<file path="src/rtl/vga_ctrlmod.sv">
`timescale 1ns/1ps
// vga_ctrlmod: decodes the visible area from the sync generator's raw {X,Y} counters
// and renders a 128x128 RGB565 ROM image over a solid background, 3-cycle latency.
module vga_ctrlmod #(
    parameter int unsigned XOFF  = 296,
    parameter int unsigned YOFF  = 35,
    parameter int unsigned XSIZE = 1024,
    parameter int unsigned YSIZE = 768,
    parameter logic [15:0] BG    = 16'h001F
) (
    input  logic        CLOCK,
    input  logic        RESET,
    input  logic [20:0] iAddr,
    input  logic [10:0] iPosX,
    input  logic [9:0]  iPosY,
    output logic [13:0] oRomAddr,
    input  logic [15:0] iRomData,
    output logic [4:0]  VGA_RED,
    output logic [5:0]  VGA_GREEN,
    output logic [4:0]  VGA_BLUE,
    output logic        oFrame
);

    localparam logic [10:0] X_LO  = 11'(XOFF);
    localparam logic [10:0] X_HI  = 11'(XOFF + XSIZE);
    localparam logic [9:0]  Y_LO  = 10'(YOFF);
    localparam logic [9:0]  Y_HI  = 10'(YOFF + YSIZE);
    localparam logic [11:0] IMG_W = 12'd128;
    localparam logic [10:0] IMG_H = 11'd128;

    logic [10:0] cnt_x;
    logic [9:0]  cnt_y;
    logic [10:0] pix_x;
    logic [9:0]  pix_y;
    logic [10:0] s_x;
    logic [9:0]  s_y;
    logic        frame_start;
    logic        vis;
    logic        in_x;
    logic        in_y;
    logic        img;
    logic [6:0]  col;
    logic [6:0]  row;
    logic        vis1;
    logic        img1;
    logic        vis2;
    logic        img2;
    logic [15:0] colour;

    // Stage-0 decode: visible window, then image window against the frame shadows.
    always_comb begin
        cnt_x       = iAddr[20:10];
        cnt_y       = iAddr[9:0];
        frame_start = (iAddr == 21'd0);
        vis         = (cnt_x >= X_LO) && (cnt_x < X_HI) && (cnt_y >= Y_LO) && (cnt_y < Y_HI);
        pix_x       = cnt_x - X_LO;
        pix_y       = cnt_y - Y_LO;
        // One extra bit on the upper bound so an image near the right/bottom edge never wraps.
        in_x        = (pix_x >= s_x) && ({1'b0, pix_x} < ({1'b0, s_x} + IMG_W));
        in_y        = (pix_y >= s_y) && ({1'b0, pix_y} < ({1'b0, s_y} + IMG_H));
        img         = vis && in_x && in_y;
        col         = 7'(pix_x - s_x);
        row         = 7'(pix_y - s_y);
    end

    // Stage-3 colour select; blanking must be black, not background.
    always_comb begin
        colour = 16'h0000;
        if (img2) begin
            colour = iRomData;
        end else if (vis2) begin
            colour = BG;
        end
    end

    // NOTE: every register here uses non-blocking assignment so all stages advance on the same edge.
    always_ff @(posedge CLOCK or negedge RESET) begin
        if (!RESET) begin
            s_x       <= '0;
            s_y       <= '0;
            oFrame    <= 1'b0;
            oRomAddr  <= '0;
            vis1      <= 1'b0;
            img1      <= 1'b0;
            vis2      <= 1'b0;
            img2      <= 1'b0;
            VGA_RED   <= '0;
            VGA_GREEN <= '0;
            VGA_BLUE  <= '0;
        end else begin
            oFrame <= frame_start;
            if (frame_start) begin
                s_x <= iPosX;
                s_y <= iPosY;
            end
            vis1 <= vis;
            img1 <= img;
            if (img) begin
                oRomAddr <= {row, col};
            end
            vis2 <= vis1;
            img2 <= img1;
            {VGA_RED, VGA_GREEN, VGA_BLUE} <= colour;
        end
    end

endmodule
</file>
<file path="config.mk">
export PLATFORM = sky130hd
export DESIGN_NAME = vga_ctrlmod
export DESIGN_NICKNAME = d
export VERILOG_FILES = /design/src/rtl/vga_ctrlmod.sv
export SDC_FILE = /design/constraint.sdc
export NUM_CORES = 1
export LEC_CHECK = 0
export CORE_ASPECT_RATIO = 0.6
export CORE_MARGIN = 2
export CORE_UTILIZATION = 44
export DETAILED_ROUTE_END_ITERATION = 16
export PLACE_DENSITY_LB_ADDON = 0.3
export SYNTH_ARGS = -nofsm -noshare
export SYNTH_HDL_FRONTEND = slang
export SYNTH_SLANG_ARGS = --single-unit
export TNS_END_PERCENT = 20
</file>
<file path="constraint.sdc">
create_clock -name CLOCK -period 2.5 [get_ports CLOCK]
set_input_delay 0.5 -clock CLOCK [delete_from_list [all_inputs] [get_ports CLOCK]]
set_output_delay 0.5 -clock CLOCK [all_outputs]
set_load 0.005 [all_outputs]
</file>
==> results.yml <==
global_route:
  grt_overflow_total: 0
  grt_pass1_vias: 3193
  antenna_found_initial: 0
  grt_pass1_wl_um: 15800
  grt_usage: 0.235
  grt_max_degree: 31
timing:
  max_freq_ghz: 0.337
  setup_tns_ns: -6.29
  fin_skew_ns: 0.00794
  finalHoldViolCount: 0
  setup_violations: 15
  rsz0062_at_grt: "yes"
  drv_slew: 0
  fin_crit_sh: 1.19
  maxSlewHeadroom: 0.740
  min_period_ns: 2.96
  worst-slew-pin-transition_ns: 0.391
  setup_ws_ns: -0.464
yosys:
  synthesis.area_sq_mm: 0.00345
  synth_area_leaders: "dfrtp_1, ha_1, nand2_1"
  syn_avg_cell_area_sq_um: 9.87
  yosysWarningCount: 0
  syn-num-nets: 446
  ys_seq_elements: 56
  synth_area_leader_cell: "dfrtp_1"
  yosysTopAreaCellShare: 0.407
  ys_seq_area_frac: 0.407
  ys.flop_type: "dfrtp_1"
  synthCells: 349
  synth_edf_count: 0
  synth.distinct_cells: 47
  synthArstFlopShare: 1.00
route:
  ant_nets: 0
  wl_um: 9510
  drt_drc_violations_left: 0
  via_per_inst: 4.95
  vias: 3132
  dr.pass1.iters: 4
  drt_iter0_markers: 190
  routedWlPerCell_um: 15.0
clock_network:
  cts_tree: "built"
  cts_sinks: 56
  clockBufferDepth: 2
  clk_pin_slew_ns: 0.08
  hold_buffers: 0
  clock_latency_ns: 0.30
  cts_buffers: 5
  cts_root_buffer: "clkbuf_16"
  htree_levels: 2
cells_and_area:
  post-route-util: 0.745
  n_fill_cell: 523
  insertedDiodeCount: 0
  final_common_cell: "buf_4"
  multi_input_area_sq_mm: 0.00209
  nNetsFinal: 625
  final_cell_mix: "buf_4, clkdlybuf4s50_1, dfrtp_1"
  regArea_sq_mm: 0.00140
  drive_gt1_frac: 0.280
  area_growth_pct: 60.3
power_and_ir_drop:
  vdd_ir_drop_max_mv: 0.323
  p_per_area_mw_per_mm2: 392
  leakage_nw: 2.74
place:
  routabilityCongestion: 0.908
  hpwl_um: 7120
  port_buffers: 90
setup_path:
  startpoint_type: "input pin"
  critPathMaxStageDelay_ns: 0.34
  r2r_cells: 9
  critPathTopFamily: "buffers and inverters"
  ff2ff_setup_slack_ns: -0.04
  cp.buffers_inverters: 3
  worstPathCellList: "dlygate4sd2_1, inv_1, ha_2, xnor2_2, ha_1, a21o_1, a211oi_2, a211oi_4, nor4_4, nand4b_4, clkbuf_16, mux2_4"
  end_kind: "flop"
  r2r-end: "oRomAddr[4]$_DFFE_PN0P_"
  path_max_fanout: 7
  slowest_stage: "nor4_4"
  crit-reg2reg-launch: "s_x[0]$_DFFE_PN0P_"
  required_ns: 2.69
  cp_data_arrival_time_ns: 3.16
  path_class: "in2reg"
floorplanning:
  num_io_pins: 91
  rows: 24
  core_sq_mm: 0.00742
  dieArea_sq_mm: 0.00858
  die_width_um: 118
  die_h_um: 72.6
  start_util: 0.465
hold_path:
  hold_class: "in2async"
run_status:
  status: "complete, but fails checks"
  violations: "negative setup slack"
run:
  maxCapViolCount: 0
## worst reg2reg max path, stage by stage, from the launching register on
cell and delay [ns]:
dfrtp_1 0.39, ha_1 0.21, fa_2 0.39, nand2b_1 0.17, a211o_1 0.31, a211oi_4 0.27
nor4_4 0.09, nand4b_4 0.14, clkbuf_16 0.18, mux2_4 0.29
## stage by stage
step	area (sq um)	std cells	power (W)	setup slack, ns	hold WS (ns)
floorplan	3470	349	0.00110	-0.535	0.204
global placement	5110	618	0.00138	-1.08	0.332
detailed placement	5110	618	0.00139	-1.20	0.350
CTS	5500	632	0.00217	-0.400	0.0877
global route	5530	633	0.00226	-0.566	0.103
finish	5530	633	0.00217	-0.464	0.0908
## power by group
| group | switching [W] | total [W] | internal [W] |
|---|---|---|---|
| sequential | 0.00000322 | 0.000920 | 0.000916 |
| clock | 0.000359 | 0.000745 | 0.000386 |
| combinational | 0.000218 | 0.000503 | 0.000285 |
## synth_stat cells, types with 9 or more instances
cell type and instances:
inv_1 35, nor3_1 9, xor2_1 10, a21oi_1 20, dfrtp_1 56, nor2_1 9, ha_1 35, o21ai_1 26
xnor2_1 13, nand2_1 38, and2_1 11
## registers in the layout, indices dropped and copies added, names as in the netlist
| register | count |
|---|---|
| VGA_BLUE | 5 |
| VGA_GREEN | 6 |
| VGA_RED | 5 |
| img1 | 1 |
| img2 | 1 |
| oFrame | 1 |
| oRomAddr | 14 |
| s_x | 11 |
| s_y | 10 |
| vis1 | 1 |
| vis2 | 1 |
## layout make-up
type / count / share of cell area
Multi-Input combinational cell: 251 / 0.379
Timing Repair Buffer: 178 / 0.291
Sequential cell: 56 / 0.254
Inverter: 36 / 0.0245
Tap cell: 104 / 0.0236
Clock buffer: 5 / 0.0226
Clock inverter: 3 / 0.00611
## per-layer routing
metal,track usage,part of all wire
met1,0.318,0.47
met2,0.391,0.45
met3,0.0535,0.066
met4,0.0509,0.011
met5,0,0
## logic make-up (layout without fill, tap and decap cells)
family | count (synthesis) | count (layout) | share of synthesized area
muxes | 17 | 17 | 0.0606
DFF | 56 | 56 | 0.407
and+or+nand+nor | 97 | 97 | 0.151
xor gates and xnor gates | 23 | 23 | 0.0585
AOI/OAI and AO/OA | 77 | 77 | 0.136
adders and majority gates | 37 | 37 | 0.139
buffers and inverters | 42 | 222 | 0.0479
## repair_timing
item	in CTS	in global routing
gates resized for setup	71	5
pin swaps	23	5
setup buffers	5	1
endpoints found under the setup margin	15	15
gates cloned	1	0
## how the worst max path moves through the flow
stage,start,end,cells after the start
after floorplan,iAddr[2],oRomAddr[12]$_DFFE_PN0P_,13
after global placement,iAddr[0],oRomAddr[10]$_DFFE_PN0P_,13
after detailed placement,iAddr[2],oRomAddr[10]$_DFFE_PN0P_,14
after CTS,iAddr[4],oRomAddr[10]$_DFFE_PN0P_,14
after global routing,iAddr[4],oRomAddr[5]$_DFFE_PN0P_,14
final,iAddr[14],oRomAddr[4]$_DFFE_PN0P_,12
(Power assumes the default switching activity.)
==> RTL edit: new RTL, same flow settings <==
Remove the register `oFrame`: a continuous assignment takes its place, so the output `oFrame` follows one clock earlier.
--- a/src/rtl/vga_ctrlmod.sv
+++ b/src/rtl/vga_ctrlmod.sv
@@ -80,3 +80,2 @@
             s_y       <= '0;
-            oFrame    <= 1'b0;
             oRomAddr  <= '0;
@@ -90,3 +89,2 @@
         end else begin
-            oFrame <= frame_start;
             if (frame_start) begin
@@ -106,2 +104,4 @@
 
+    assign oFrame = frame_start;
+
 endmodule
Behaviour: not the same (Yosys sat finds a counterexample within 4 cycles, from zero or initial values and one cycle with RESET low).
==> RTL edit against the unedited design <==
  * The flow still finishes with violations (setup timing)
  * Power increased by 0.47%
  * Sequential cell count decreased by 1
  * Routed wire length grew 15%
  * Sequential share of layout area down 0.61 points
  * Worst setup slack worse by 24 ps
  * Design area is 0.63% higher
  * Critical path depth rose by 1
  * Synthesized area is 0.73% lower
  * Highest routed layer unchanged
==> RTL edit: results (changes against the unedited design) <==
- Fin Setup TNS: -6890 ps (-599 ps)
- Placement Cell Area: 5030 um^2 (-1.6%)
- PortBufs: 90 (unchanged)
- CTS Buf Count: 5 (unchanged)
- Setup violators final: 15 (unchanged)
- CP max stage delay: 430 ps (+90 ps)
- Metal3 WL: 794 um (+27%)
- Maximum vdd ir drop: 0.477 mV (+48%)
- Final nets: 623 (-0.32%)
- Worst-skew pair later-pin latency: 300 ps (about the same)
- Top Registers: oRomAddr: 14 flops, s_x: 11 flops, s_y: 10 flops
- R2r endpoint: oRomAddr[4]
- Layout cells sized above 1: 29.6% (+1.6 points)
- Post-synthesis mux area share: 6.11% (+0.044 points)
- Final GP Congestion: 0.963 (+6.1%)
- Synth top cells by count: dfrtp_1 (55), nand2_1 (38), ha_1 (35), inv_1 (35), o21ai_1 (26)
- Worst-path clk slew: 70 ps
- Main area contributors after synthesis: dfrtp_1 (40%), ha_1 (13%), nand2_1 (4.2%), inv_1 (3.8%), o21ai_1 (3.8%)
- Synth Area in Compound Gates: 13.7% (+0.10 points)
- Initial DRT Pass Iterations: 4 (unchanged)
- Sequential-to-total area share from yosys stat: 40.2% (-0.43 points)
- Tightest Pin Transition: 392 ps (+1.92 ps)
- Synth cell types: 47 (unchanged)
- XOR/XNOR Fraction of Synth Area: 5.89% (+0.043 points)
- N_diodes: 0 (unchanged)
- Iter 0 DRT Violations: 223 (+17%)
- Clk_skew: 9.51 ps (+1.57 ps)
- Largest net degree at the start of global routing: 56 (+81%)
- Mapped Nets: 445 (-0.22%)
- Cell family with most CP delay: simple AND/OR/NAND/NOR gates
- Setup ws final: -488 ps (-24.4 ps)
- Post-Synth Adder-Cell Area: 14.0% (+0.10 points)
- Dpl hpwl: 7.35 mm (+3.3%)
- Top routing layer in use: met4
- Worst EP arrival: 3170 ps (about the same)
- Hold Crit Class: in -> async
- H-tree Lvls: 2 (unchanged)
- Slowest CP cell: o41ai_4
- Post-synth ARST share: 100% (unchanged)
- Clk root buf: clkbuf_16
- Reg2reg path depth: 9 (unchanged)
- Routed WL: 10.9 mm (+15%)
- Met1 wire length: 4.73 mm (+4.8%)
- Post-synth top flop: dfrtp_1
- Total GRT Usage: 24.6% (+1.1 points)
- Global-route congestion overflow total: 0 (unchanged)
- Synth warn: 0 (unchanged)
- Max clock buf depth: 2 (unchanged)
- First-pass GRT wire length: 16.4 mm (+4.1%)
- Reg2reg setup slack: -10 ps (+30 ps)
- Status: finished, violations left
- Initial antenna violation count: 0 (unchanged)
- Leak: 2.74 nW (about the same)
- Worst reg2reg startpoint: s_x[0]
- Via density: 5.20 (+5.2%)
- Failing checks: setup timing
- Met2 wire length: 5.04 mm (+18%)
- DP Worst Slack: -1240 ps (-38.5 ps)
- Crit-path max FO: 6 (-1)
[RTL edit: worst reg2reg max path, delay by kind of cell, from the launching register on]
family	cells	cell delay, ps
AND/OR/NAND/NOR	3	410
buffers and inverters	1	160
AO/OA/AOI/OAI	2	540
flip-flops	1	390
multiplexers	1	300
adder cells (fa/ha/maj)	2	570
[RTL edit: layer usage]
metal / track usage (%) / vias to the layer above
li1: - / 1556
met1: 32.5 / 1541
met2: 42.0 / 154
met3: 5.97 / 33
met4: 4.95 / 0
met5: 0 / -
[RTL edit: metrics by stage]
step                instances  hold WS, ps  utilization [%]
global route              631          224             75.3
detailed placement        613          339             68.1
floorplan                 348          204                -
CTS                       629          209             73.2
global placement          613          336             68.1
finish                    631          197             75.3
[RTL edit: cell type report]
class	instances	area [um^2]
clock inverter	2	16.3
inverter	36	135
sequential	55	1380
clock buffer	6	129
tap	104	130
timing repair buffer	177	1580
multi-input combinational	251	2200
fill	503	1830
[RTL edit: how the worst max path moves through the flow]
stage               cells after the start      from  slack (ps)      endpoint
CTS                                    14  iAddr[4]        -370   oRomAddr[4]
global route                           14  iAddr[4]        -610   oRomAddr[8]
finish                                 13  iAddr[2]        -490   oRomAddr[4]
detailed placement                     14  iAddr[2]       -1240   oRomAddr[8]
floorplan                              13  iAddr[2]        -540  oRomAddr[12]
global placement                       12  iAddr[0]       -1150   oRomAddr[6]
[RTL edit: timing repair]
| action | 4_1_cts | 5_1_grt |
|---|---|---|
| setup buffers | 8 | 2 |
| resized for setup | 74 | 30 |
| hold buffers | 0 | 0 |
| pin swaps | 25 | 17 |
| endpoints found under the setup margin | 16 | 16 |
[RTL edit: where the power goes]
group	switching (mW)	leakage, nW	internal (mW)
clock network	0.346	0.0675	0.377
registers	0.00277	0.640	0.900
logic	0.251	2.03	0.301
